===== config.mk =====
export PLATFORM = sky130hd
export DESIGN_NAME = madgwick_wb_ctrl_flat
export DESIGN_NICKNAME = d
export VERILOG_FILES = /design/src/rtl/madgwick_wb_ctrl_pkg.sv /design/src/rtl/madgwick_wb_ctrl_if.sv /design/src/rtl/madgwick_wb_ctrl_fifo.sv /design/src/rtl/madgwick_wb_ctrl.sv /design/src/flat_wrapper.sv
export SDC_FILE = /design/constraint.sdc
export NUM_CORES = 1
export LEC_CHECK = 0
export BUFFER_PORTS_ARGS = -buffer_cell sky130_fd_sc_hd__buf_2
export CAP_MARGIN = 20
export CORE_UTILIZATION = 53
export DETAILED_ROUTE_END_ITERATION = 8
export PLACE_DENSITY = 0.75
export SETUP_SLACK_MARGIN = 0.3
export SKIP_CTS_REPAIR_TIMING = 1
export SLEW_MARGIN = 20
export SYNTH_ARGS = -nofsm -noshare
export SYNTH_HDL_FRONTEND = slang
export SYNTH_SLANG_ARGS = --single-unit

===== constraint.sdc =====
create_clock -name clk -period 3 [get_ports clk]
set_input_delay 0.45 -clock clk [delete_from_list [all_inputs] [get_ports clk]]
set_output_delay 0.45 -clock clk [all_outputs]
set_load 0.05 [all_outputs]

===== src/rtl/madgwick_wb_ctrl_pkg.sv =====
// Shared widths, register map, bit indices and FSM states for the Madgwick
// filter Wishbone controller.
package madgwick_pkg;

  localparam int unsigned DefAccWidth  = 16;
  localparam int unsigned DefGyroWidth = 16;
  localparam int unsigned DefQWidth    = 32;
  localparam int unsigned DefFifoDepth = 4;
  localparam int unsigned AddrW        = 6;

  localparam logic [AddrW-1:0] AddrCtrl   = 6'h00;
  localparam logic [AddrW-1:0] AddrStatus = 6'h04;
  localparam logic [AddrW-1:0] AddrAx     = 6'h08;
  localparam logic [AddrW-1:0] AddrAy     = 6'h0C;
  localparam logic [AddrW-1:0] AddrAz     = 6'h10;
  localparam logic [AddrW-1:0] AddrWx     = 6'h14;
  localparam logic [AddrW-1:0] AddrWy     = 6'h18;
  localparam logic [AddrW-1:0] AddrWz     = 6'h1C;
  localparam logic [AddrW-1:0] AddrQw     = 6'h20;
  localparam logic [AddrW-1:0] AddrQx     = 6'h24;
  localparam logic [AddrW-1:0] AddrQy     = 6'h28;
  localparam logic [AddrW-1:0] AddrQz     = 6'h2C;
  localparam logic [AddrW-1:0] AddrCnt    = 6'h30;
  localparam logic [AddrW-1:0] AddrIrq    = 6'h34;

  localparam int unsigned CtrlEnable = 0;
  localparam int unsigned CtrlCont   = 1;
  localparam int unsigned CtrlIrqEn  = 2;
  localparam int unsigned CtrlStart  = 3;
  localparam int unsigned CtrlFlush  = 4;

  localparam int unsigned IrqDone = 0;
  localparam int unsigned IrqOvf  = 1;

  typedef enum logic [1:0] {
    StIdle,
    StIssue,
    StWait
  } state_e;

endpackage


===== src/rtl/madgwick_wb_ctrl_if.sv =====
// Wishbone classic slave bus between the host and the filter controller.
interface madgwick_wb_ctrl_if;
  import madgwick_pkg::*;

  logic [AddrW-1:0] adr_i;
  logic [31:0]      dat_i;
  logic [31:0]      dat_o;
  logic             we_i;
  logic             stb_i;
  logic             cyc_i;
  logic             ack_o;

  modport master (output adr_i, dat_i, we_i, stb_i, cyc_i, input dat_o, ack_o);
  modport slave  (input adr_i, dat_i, we_i, stb_i, cyc_i, output dat_o, ack_o);

endinterface


===== src/rtl/madgwick_wb_ctrl_fifo.sv =====
// Sample FIFO; a push into a full FIFO succeeds only alongside a pop, and a
// flush wins over any same-cycle push or pop.
module madgwick_sample_fifo #(
  parameter int unsigned WIDTH = 96,
  parameter int unsigned DEPTH = 4
) (
  input  logic                     clk,
  input  logic                     rst_n,
  input  logic                     i_flush,
  input  logic                     i_push,
  input  logic [WIDTH-1:0]         i_data,
  input  logic                     i_pop,
  output logic [WIDTH-1:0]         o_data,
  output logic                     o_empty,
  output logic                     o_full,
  output logic [$clog2(DEPTH):0]   o_level,
  output logic                     o_drop
);

  localparam int unsigned PtrW = $clog2(DEPTH);
  localparam logic [PtrW:0] FullLevel = (PtrW+1)'(DEPTH);

  logic [WIDTH-1:0] r_mem [DEPTH];
  logic [PtrW-1:0]  r_wr_ptr;
  logic [PtrW-1:0]  r_rd_ptr;
  logic [PtrW:0]    r_level;
  logic             w_push;
  logic             w_pop;

  assign o_empty = (r_level == '0);
  assign o_full  = (r_level == FullLevel);
  assign o_level = r_level;
  assign o_data  = r_mem[r_rd_ptr];
  assign w_pop   = i_pop && !o_empty && !i_flush;
  assign w_push  = i_push && !i_flush && (!o_full || w_pop);
  assign o_drop  = i_push && !i_flush && !w_push;

  always_ff @(posedge clk or negedge rst_n) begin
    if (!rst_n) begin
      for (int i = 0; i < DEPTH; i++) r_mem[i] <= '0;
      r_wr_ptr <= '0;
      r_rd_ptr <= '0;
      r_level  <= '0;
    end else if (i_flush) begin
      r_wr_ptr <= '0;
      r_rd_ptr <= '0;
      r_level  <= '0;
    end else begin
      if (w_push) begin
        r_mem[r_wr_ptr] <= i_data;
        r_wr_ptr        <= r_wr_ptr + 1'b1;
      end
      if (w_pop) r_rd_ptr <= r_rd_ptr + 1'b1;
      r_level <= r_level + (PtrW+1)'(w_push) - (PtrW+1)'(w_pop);
    end
  end

endmodule


===== src/rtl/madgwick_wb_ctrl.sv =====
// Wishbone register front-end that queues IMU samples, feeds them to the
// Madgwick filter core one at a time and captures the resulting quaternion.
module madgwick_wb_ctrl import madgwick_pkg::*; #(
  parameter int unsigned ACC_WIDTH  = DefAccWidth,
  parameter int unsigned GYRO_WIDTH = DefGyroWidth,
  parameter int unsigned Q_WIDTH    = DefQWidth,
  parameter int unsigned FIFO_DEPTH = DefFifoDepth
) (
  input  logic                  clk,
  input  logic                  rst_n,
  madgwick_wb_ctrl_if.slave     wb,
  output logic                  irq_o,
  output logic                  core_rst_n,
  output logic                  core_valid_in,
  input  logic                  core_ready_in,
  output logic [ACC_WIDTH-1:0]  core_a_x,
  output logic [ACC_WIDTH-1:0]  core_a_y,
  output logic [ACC_WIDTH-1:0]  core_a_z,
  output logic [GYRO_WIDTH-1:0] core_w_x,
  output logic [GYRO_WIDTH-1:0] core_w_y,
  output logic [GYRO_WIDTH-1:0] core_w_z,
  input  logic                  core_valid_out,
  output logic                  core_ready_out,
  input  logic [Q_WIDTH-1:0]    core_q_w,
  input  logic [Q_WIDTH-1:0]    core_q_x,
  input  logic [Q_WIDTH-1:0]    core_q_y,
  input  logic [Q_WIDTH-1:0]    core_q_z
);

  localparam int unsigned SampleW = 3 * ACC_WIDTH + 3 * GYRO_WIDTH;
  localparam int unsigned LvlW    = $clog2(FIFO_DEPTH) + 1;

  logic                  r_ack;
  logic [31:0]           r_dat;
  logic                  r_enable, r_en_prev, r_cont, r_irq_en, r_start_pend;
  logic                  r_core_rst_n;
  logic [ACC_WIDTH-1:0]  r_ax, r_ay, r_az;
  logic [GYRO_WIDTH-1:0] r_wx, r_wy, r_wz;
  logic [Q_WIDTH-1:0]    r_qw, r_qx, r_qy, r_qz;
  logic [31:0]           r_cnt;
  logic                  r_done, r_ovf;
  logic                  r_valid_in, r_ready_out;
  state_e                r_state;

  logic                  w_acc, w_wr, w_ctrl_wr, w_irq_wr, w_start, w_flush_wr;
  logic                  w_push, w_pop, w_go, w_done_set, w_fifo_flush;
  logic                  w_fifo_empty, w_fifo_full, w_fifo_drop;
  logic [LvlW-1:0]       w_level;
  logic [SampleW-1:0]    w_head;
  logic [31:0]           w_rdata;
  logic                  unused_dat;

  assign w_acc      = wb.cyc_i && wb.stb_i && !r_ack;
  assign w_wr       = w_acc && wb.we_i;
  assign w_ctrl_wr  = w_wr && (wb.adr_i == AddrCtrl);
  assign w_irq_wr   = w_wr && (wb.adr_i == AddrIrq);
  assign w_start    = w_ctrl_wr && wb.dat_i[CtrlStart];
  assign w_flush_wr = w_ctrl_wr && wb.dat_i[CtrlFlush];
  assign w_push     = w_wr && (wb.adr_i == AddrWz);
  assign unused_dat = ^wb.dat_i;

  // Falling enable empties the FIFO one cycle after the CTRL write lands.
  assign w_fifo_flush = w_flush_wr || (r_en_prev && !r_enable);
  assign w_pop        = r_enable && (r_state == StIssue) && r_valid_in && core_ready_in;
  assign w_go         = r_enable && (r_state == StIdle) && !w_fifo_empty && !w_fifo_flush &&
                        (r_cont || r_start_pend);
  assign w_done_set   = r_enable && (r_state == StWait) && core_valid_out;

  madgwick_sample_fifo #(
    .WIDTH (SampleW),
    .DEPTH (FIFO_DEPTH)
  ) u_fifo (
    .clk     (clk),
    .rst_n   (rst_n),
    .i_flush (w_fifo_flush),
    .i_push  (w_push),
    .i_data  ({r_ax, r_ay, r_az, r_wx, r_wy, wb.dat_i[GYRO_WIDTH-1:0]}),
    .i_pop   (w_pop),
    .o_data  (w_head),
    .o_empty (w_fifo_empty),
    .o_full  (w_fifo_full),
    .o_level (w_level),
    .o_drop  (w_fifo_drop)
  );

  assign {core_a_x, core_a_y, core_a_z, core_w_x, core_w_y, core_w_z} = w_head;
  assign core_valid_in  = r_valid_in;
  assign core_ready_out = r_ready_out;
  assign core_rst_n     = r_core_rst_n;
  assign wb.ack_o       = r_ack;
  assign wb.dat_o       = r_dat;
  assign irq_o          = r_irq_en && (r_done || r_ovf);

  always_comb begin
    w_rdata = '0;
    case (wb.adr_i)
      AddrCtrl: begin
        w_rdata[CtrlEnable] = r_enable;
        w_rdata[CtrlCont]   = r_cont;
        w_rdata[CtrlIrqEn]  = r_irq_en;
      end
      AddrStatus: begin
        w_rdata[0]    = (r_state != StIdle);
        w_rdata[1]    = w_fifo_empty;
        w_rdata[2]    = w_fifo_full;
        w_rdata[15:8] = 8'(w_level);
      end
      AddrAx:  w_rdata = 32'(r_ax);
      AddrAy:  w_rdata = 32'(r_ay);
      AddrAz:  w_rdata = 32'(r_az);
      AddrWx:  w_rdata = 32'(r_wx);
      AddrWy:  w_rdata = 32'(r_wy);
      AddrWz:  w_rdata = 32'(r_wz);
      AddrQw:  w_rdata = 32'($signed(r_qw));
      AddrQx:  w_rdata = 32'($signed(r_qx));
      AddrQy:  w_rdata = 32'($signed(r_qy));
      AddrQz:  w_rdata = 32'($signed(r_qz));
      AddrCnt: w_rdata = r_cnt;
      AddrIrq: begin
        w_rdata[IrqDone] = r_done;
        w_rdata[IrqOvf]  = r_ovf;
      end
      default: w_rdata = '0;
    endcase
  end

  always_ff @(posedge clk or negedge rst_n) begin
    if (!rst_n) begin
      r_ack        <= 1'b0;
      r_dat        <= '0;
      r_enable     <= 1'b0;
      r_en_prev    <= 1'b0;
      r_cont       <= 1'b0;
      r_irq_en     <= 1'b0;
      r_start_pend <= 1'b0;
      r_core_rst_n <= 1'b0;
      r_ax         <= '0;
      r_ay         <= '0;
      r_az         <= '0;
      r_wx         <= '0;
      r_wy         <= '0;
      r_wz         <= '0;
      r_done       <= 1'b0;
      r_ovf        <= 1'b0;
    end else begin
      r_ack        <= w_acc;
      r_dat        <= (w_acc && !wb.we_i) ? w_rdata : '0;
      r_en_prev    <= r_enable;
      r_core_rst_n <= r_enable;
      if (w_ctrl_wr) begin
        r_enable <= wb.dat_i[CtrlEnable];
        r_cont   <= wb.dat_i[CtrlCont];
        r_irq_en <= wb.dat_i[CtrlIrqEn];
      end
      if (w_wr) begin
        case (wb.adr_i)
          AddrAx:  r_ax <= wb.dat_i[ACC_WIDTH-1:0];
          AddrAy:  r_ay <= wb.dat_i[ACC_WIDTH-1:0];
          AddrAz:  r_az <= wb.dat_i[ACC_WIDTH-1:0];
          AddrWx:  r_wx <= wb.dat_i[GYRO_WIDTH-1:0];
          AddrWy:  r_wy <= wb.dat_i[GYRO_WIDTH-1:0];
          AddrWz:  r_wz <= wb.dat_i[GYRO_WIDTH-1:0];
          default: ;
        endcase
      end
      if (w_fifo_flush)  r_start_pend <= 1'b0;
      else if (w_start)  r_start_pend <= 1'b1;
      else if (w_go)     r_start_pend <= 1'b0;
      // Set events win over a same-cycle write-1-to-clear.
      r_done <= (r_done && !(w_irq_wr && wb.dat_i[IrqDone])) || w_done_set;
      r_ovf  <= (r_ovf && !(w_irq_wr && wb.dat_i[IrqOvf])) || w_fifo_drop;
    end
  end

  always_ff @(posedge clk or negedge rst_n) begin
    if (!rst_n) begin
      r_state     <= StIdle;
      r_valid_in  <= 1'b0;
      r_ready_out <= 1'b0;
      r_qw        <= '0;
      r_qx        <= '0;
      r_qy        <= '0;
      r_qz        <= '0;
      r_cnt       <= '0;
    end else if (!r_enable) begin
      r_state     <= StIdle;
      r_valid_in  <= 1'b0;
      r_ready_out <= 1'b0;
    end else begin
      unique case (r_state)
        StIdle: begin
          if (w_go) begin
            r_state    <= StIssue;
            r_valid_in <= 1'b1;
          end
        end
        StIssue: begin
          if (core_ready_in) begin
            r_state     <= StWait;
            r_valid_in  <= 1'b0;
            r_ready_out <= 1'b1;
          end
        end
        StWait: begin
          if (core_valid_out) begin
            r_state     <= StIdle;
            r_ready_out <= 1'b0;
            r_qw        <= core_q_w;
            r_qx        <= core_q_x;
            r_qy        <= core_q_y;
            r_qz        <= core_q_z;
            r_cnt       <= r_cnt + 32'd1;
          end
        end
        default: r_state <= StIdle;
      endcase
    end
  end

endmodule


===== src/flat_wrapper.sv =====
// flat-port wrapper written by rule: the top's interface ports become plain ports
module madgwick_wb_ctrl_flat import madgwick_pkg::*;
#(
  parameter int unsigned ACC_WIDTH  = DefAccWidth,
  parameter int unsigned GYRO_WIDTH = DefGyroWidth,
  parameter int unsigned Q_WIDTH    = DefQWidth,
  parameter int unsigned FIFO_DEPTH = DefFifoDepth
)
  (clk, rst_n, irq_o, core_rst_n, core_valid_in, core_ready_in, core_a_x, core_a_y, core_a_z, core_w_x, core_w_y, core_w_z, core_valid_out, core_ready_out, core_q_w, core_q_x, core_q_y, core_q_z, wb_adr_i, wb_dat_i, wb_we_i, wb_stb_i, wb_cyc_i, wb_dat_o, wb_ack_o);
  madgwick_wb_ctrl_if wb_i ();
  input  logic clk;
  input  logic rst_n;
  output logic irq_o;
  output logic core_rst_n;
  output logic core_valid_in;
  input  logic core_ready_in;
  output logic [ACC_WIDTH-1:0] core_a_x;
  output logic [ACC_WIDTH-1:0] core_a_y;
  output logic [ACC_WIDTH-1:0] core_a_z;
  output logic [GYRO_WIDTH-1:0] core_w_x;
  output logic [GYRO_WIDTH-1:0] core_w_y;
  output logic [GYRO_WIDTH-1:0] core_w_z;
  input  logic core_valid_out;
  output logic core_ready_out;
  input  logic [Q_WIDTH-1:0] core_q_w;
  input  logic [Q_WIDTH-1:0] core_q_x;
  input  logic [Q_WIDTH-1:0] core_q_y;
  input  logic [Q_WIDTH-1:0] core_q_z;
  input wire logic [$bits(wb_i.adr_i)-1:0] wb_adr_i;
  input wire logic [$bits(wb_i.dat_i)-1:0] wb_dat_i;
  input wire logic [$bits(wb_i.we_i)-1:0] wb_we_i;
  input wire logic [$bits(wb_i.stb_i)-1:0] wb_stb_i;
  input wire logic [$bits(wb_i.cyc_i)-1:0] wb_cyc_i;
  output wire logic [$bits(wb_i.dat_o)-1:0] wb_dat_o;
  output wire logic [$bits(wb_i.ack_o)-1:0] wb_ack_o;
  assign wb_i.adr_i = wb_adr_i;
  assign wb_i.dat_i = wb_dat_i;
  assign wb_i.we_i = wb_we_i;
  assign wb_i.stb_i = wb_stb_i;
  assign wb_i.cyc_i = wb_cyc_i;
  assign wb_dat_o = wb_i.dat_o;
  assign wb_ack_o = wb_i.ack_o;
  madgwick_wb_ctrl #(.ACC_WIDTH(ACC_WIDTH), .GYRO_WIDTH(GYRO_WIDTH), .Q_WIDTH(Q_WIDTH), .FIFO_DEPTH(FIFO_DEPTH)) u_core (.clk(clk), .rst_n(rst_n), .wb(wb_i), .irq_o(irq_o), .core_rst_n(core_rst_n), .core_valid_in(core_valid_in), .core_ready_in(core_ready_in), .core_a_x(core_a_x), .core_a_y(core_a_y), .core_a_z(core_a_z), .core_w_x(core_w_x), .core_w_y(core_w_y), .core_w_z(core_w_z), .core_valid_out(core_valid_out), .core_ready_out(core_ready_out), .core_q_w(core_q_w), .core_q_x(core_q_x), .core_q_y(core_q_y), .core_q_z(core_q_z));
endmodule

==> metrics <==
status=completed; Post-Synthesis Net Count=2,405; Synth Register Bits=691; Inserted Clock Buffers=73; nets@finish=2,737; maxcap violations=0; IO Port Bufs=289; Relative slew margins=50.3%; Max Fclk=0.369 GHz; Max Used Layer=met5; clock share of power=47.5%; Synth Area per Inst=13.5 µm²; Worst R2R End=u_core.u_fifo.o_level[2]; Post-synth EDFFs=0; Reg clk slew, reported paths=60 ps; vias per cell=6.01; Post-Syn Area=29,900 µm²; final core utilization=64.1%; initial core utilization=54.0%; drt wl/cell=24.7 µm; Routed Wire Length=83.0 mm; Max Clock Skew=21.8 ps; width of the die=240 µm; worst slew pin tran=738 ps; RSZ-0062 raised after global routing=yes; worst hold path type=in -> reg; Reg2Reg Depth=14; number of global-route vias before repair=20.7k; register area share after synthesis=57.8%; slowest cell on the critical path=mux4_2; DR vias=20.1k; maximum vdd drop=0.000471 V; RePlAce Congestion=0.937; Final Hold Vio Count=0; chip height=240 µm; r2r startpoint=u_core.r_state[1]; M1 wire length=33.6 mm; Final period util=90.4%; maximum buffer depth of the clock tree=3; Root Driver=clkbuf_16; internal reg-to-reg setup slack=300 ps; initial antenna violation count=8; H-tree depth=3; Internal Power=15.2 mW; Max FO, Critical Path=7; Synth cell types=61; Worst Path Arrival=2260 ps; PwrDens=548 nW/µm²; Overflow after GRT=0; sw power=4.28 mW; drt pass-1 iters=5; Req. time, crit path=2550 ps; first-pass GRT wire length=125 mm; post-synth top area cell=dfrtp_1; CP top delay family=buffers and inverters; Final Max Slew Viols=0; share of cells above drive strength 1=40.7%; Setup Crit Path Kind=reg -> out; CTS tree=done; CP Cell Sequence=buf_4 -> buf_12 -> mux4_2 -> clkbuf_4; DPL Wire Length=57.2 mm; slowest stage delay, CP=540 ps; final setup violation count=0; top_reg_cell synth=dfrtp_1; Tot Pwr=19.5 mW; post-synth top area share=57.8%; gr usage total=29.3%; hold path startpoint=core_q_x[16]; Flop pwr share=49.0%; Worst Hold Depth=3; static leakage=17.9 nW; row count=86; worst-skew pair later-pin latency=620 ps; routed length on met2=39.3 mm; most common cell in the synthesized netlist=dfrtp_1; # DRC=0; synth top area cells=dfrtp_1, mux2_2, mux4_2, nand2_1, mux2_1; DR iter-0 viols=1,776; switching share of power=22.0%; Area Growth Syn to Fin=18.8%; most frequent cells after synthesis=dfrtp_1, nand2_1, mux2_2, mux4_2, mux2_1; Async S/R FF share, synth=100%; Ports=306; Worst Hold Endpoint=u_core.r_qx[16]; largest net degree at the start of global routing=134; Buf+Inv Stages, Crit Path=3; Antenna Nets Post-Route=0; Setup crit end kind=output pin; Cells after Synth=2,221; crit start category=register; min Tclk post-route=2710 ps; metal3 WL=6.69 mm; Synth warnings=0; core area=55,400 µm²; combinational group share of total power=3.5%; die area=57,400 µm²; Sink Count=691
-- layout make-up --
type                            count  area [µm²]
Timing Repair Buffer              405        2820
Antenna cell                        1        2.50
Clock buffer                      107        2230
Sequential cell                   691       17300
Inverter                           10        40.0
Clock inverter                     20         235
Multi-Input combinational cell   1372       12000
Tap cell                          748         936
Fill cell                        4003       19900
-- flip-flops by register name, summed over array words and instances, names as in the netlist, 2 cells and up --
| signal | flops |
|---|---|
| u_core.u_fifo.o_level | 3 |
| u_core.r_qw | 32 |
| u_core.u_fifo.r_wr_ptr | 2 |
| u_core.r_ay | 16 |
| u_core.u_fifo.r_rd_ptr | 2 |
| u_core.r_ax | 16 |
| u_core.r_az | 16 |
| u_core.r_qy | 32 |
| u_core.r_qz | 32 |
| u_core.wb.dat_o | 32 |
| u_core.r_wy | 16 |
| u_core.r_wx | 16 |
| u_core.r_cnt | 32 |
| u_core.r_state | 2 |
| u_core.r_qx | 32 |
| u_core.r_wz | 16 |
| u_core.u_fifo.r_mem | 384 |
-- layout by cell type, fill, tap and decap left out, drive strengths merged, types with 7 or more instances in the layout --
cell    count
a22o        8
mux4       96
a31oi      27
buf       400
nor2       31
and4        8
clkbuf    111
a32oi      10
nand3      14
xnor2      26
a21oi      10
a222oi      8
a221oi      8
ha         10
dfrtp     691
nand4      14
nor3       14
xor2       10
inv        12
mux2      483
nand2     439
and3       13
a22oi      73
and2        7
clkinv     12
-- worst reg2reg max path: cells and delay by family, from the launching register on --
kind | cells | cell delay (ps)
AO/OA/AOI/OAI | 1 | 360
XOR/XNOR | 2 | 310
flip-flops | 1 | 380
buffers and inverters | 4 | 250
adder cells (fa/ha/maj) | 4 | 810
AND/OR/NAND/NOR | 3 | 470
-- worst max path at each step --
stage	startpoint	endpoint	depth (start not counted)
global route	u_core.r_state[1]	u_core.u_fifo.o_level[2]	14
floorplan	wb_adr_i[1]	u_core.u_fifo.o_level[2]	14
detailed placement	wb_adr_i[1]	u_core.u_fifo.o_level[2]	13
global placement	wb_adr_i[1]	u_core.u_fifo.o_level[2]	13
finish	u_core.u_fifo.r_rd_ptr[0]	core_a_x[15]	4
CTS	u_core.u_fifo.r_rd_ptr[0]	core_w_z[2]	3
-- power by group through the flow --
stage | registers [mW] | logic, mW | clock network [mW]
floorplan | 9.63 | 0.230 | 0
global placement | 9.70 | 0.665 | 0
detailed placement | 9.71 | 0.681 | 0
CTS | 9.54 | 0.685 | 9.38
global route | 9.54 | 0.742 | 9.75
finish | 9.54 | 0.680 | 9.25
-- cell families after synthesis --
family / Yosys count / synth area share, %
flip-flops: 691 / 57.8
multiplexers: 583 / 25.6
AND/OR/NAND/NOR: 576 / 8.28
AO/OA/AOI/OAI: 166 / 4.23
buffers and inverters: 158 / 2.56
XOR/XNOR: 36 / 1.05
adder cells (fa/ha/maj): 11 / 0.485
-- metal layers --
| metal | GRT usage (%) | up-vias |
|---|---|---|
| met5 | 0 | - |
| met4 | 11.8 | 10 |
| met3 | 7.11 | 188 |
| met2 | 45.4 | 788 |
| met1 | 40.0 | 10600 |
| li1 | - | 8583 |
-- metrics by stage --
stage / hold WS [ps] / instances / TNS (ps) / area (µm²) / worst slack, ps
after global placement: 445 / 3206 / -63.0 / 32800 / -63.0
final: 24.0 / 3354 / 0 / 35500 / 289
after detailed placement: 440 / 3206 / -87.3 / 32800 / -87.3
after CTS: -206 / 3333 / 0 / 35200 / 15.9
after floorplan: 154 / 2221 / -85.6 / 29900 / -85.6
after global routing: 14.3 / 3353 / 0 / 35500 / 199
No activity file was read; power rests on OpenSTA's default activity.
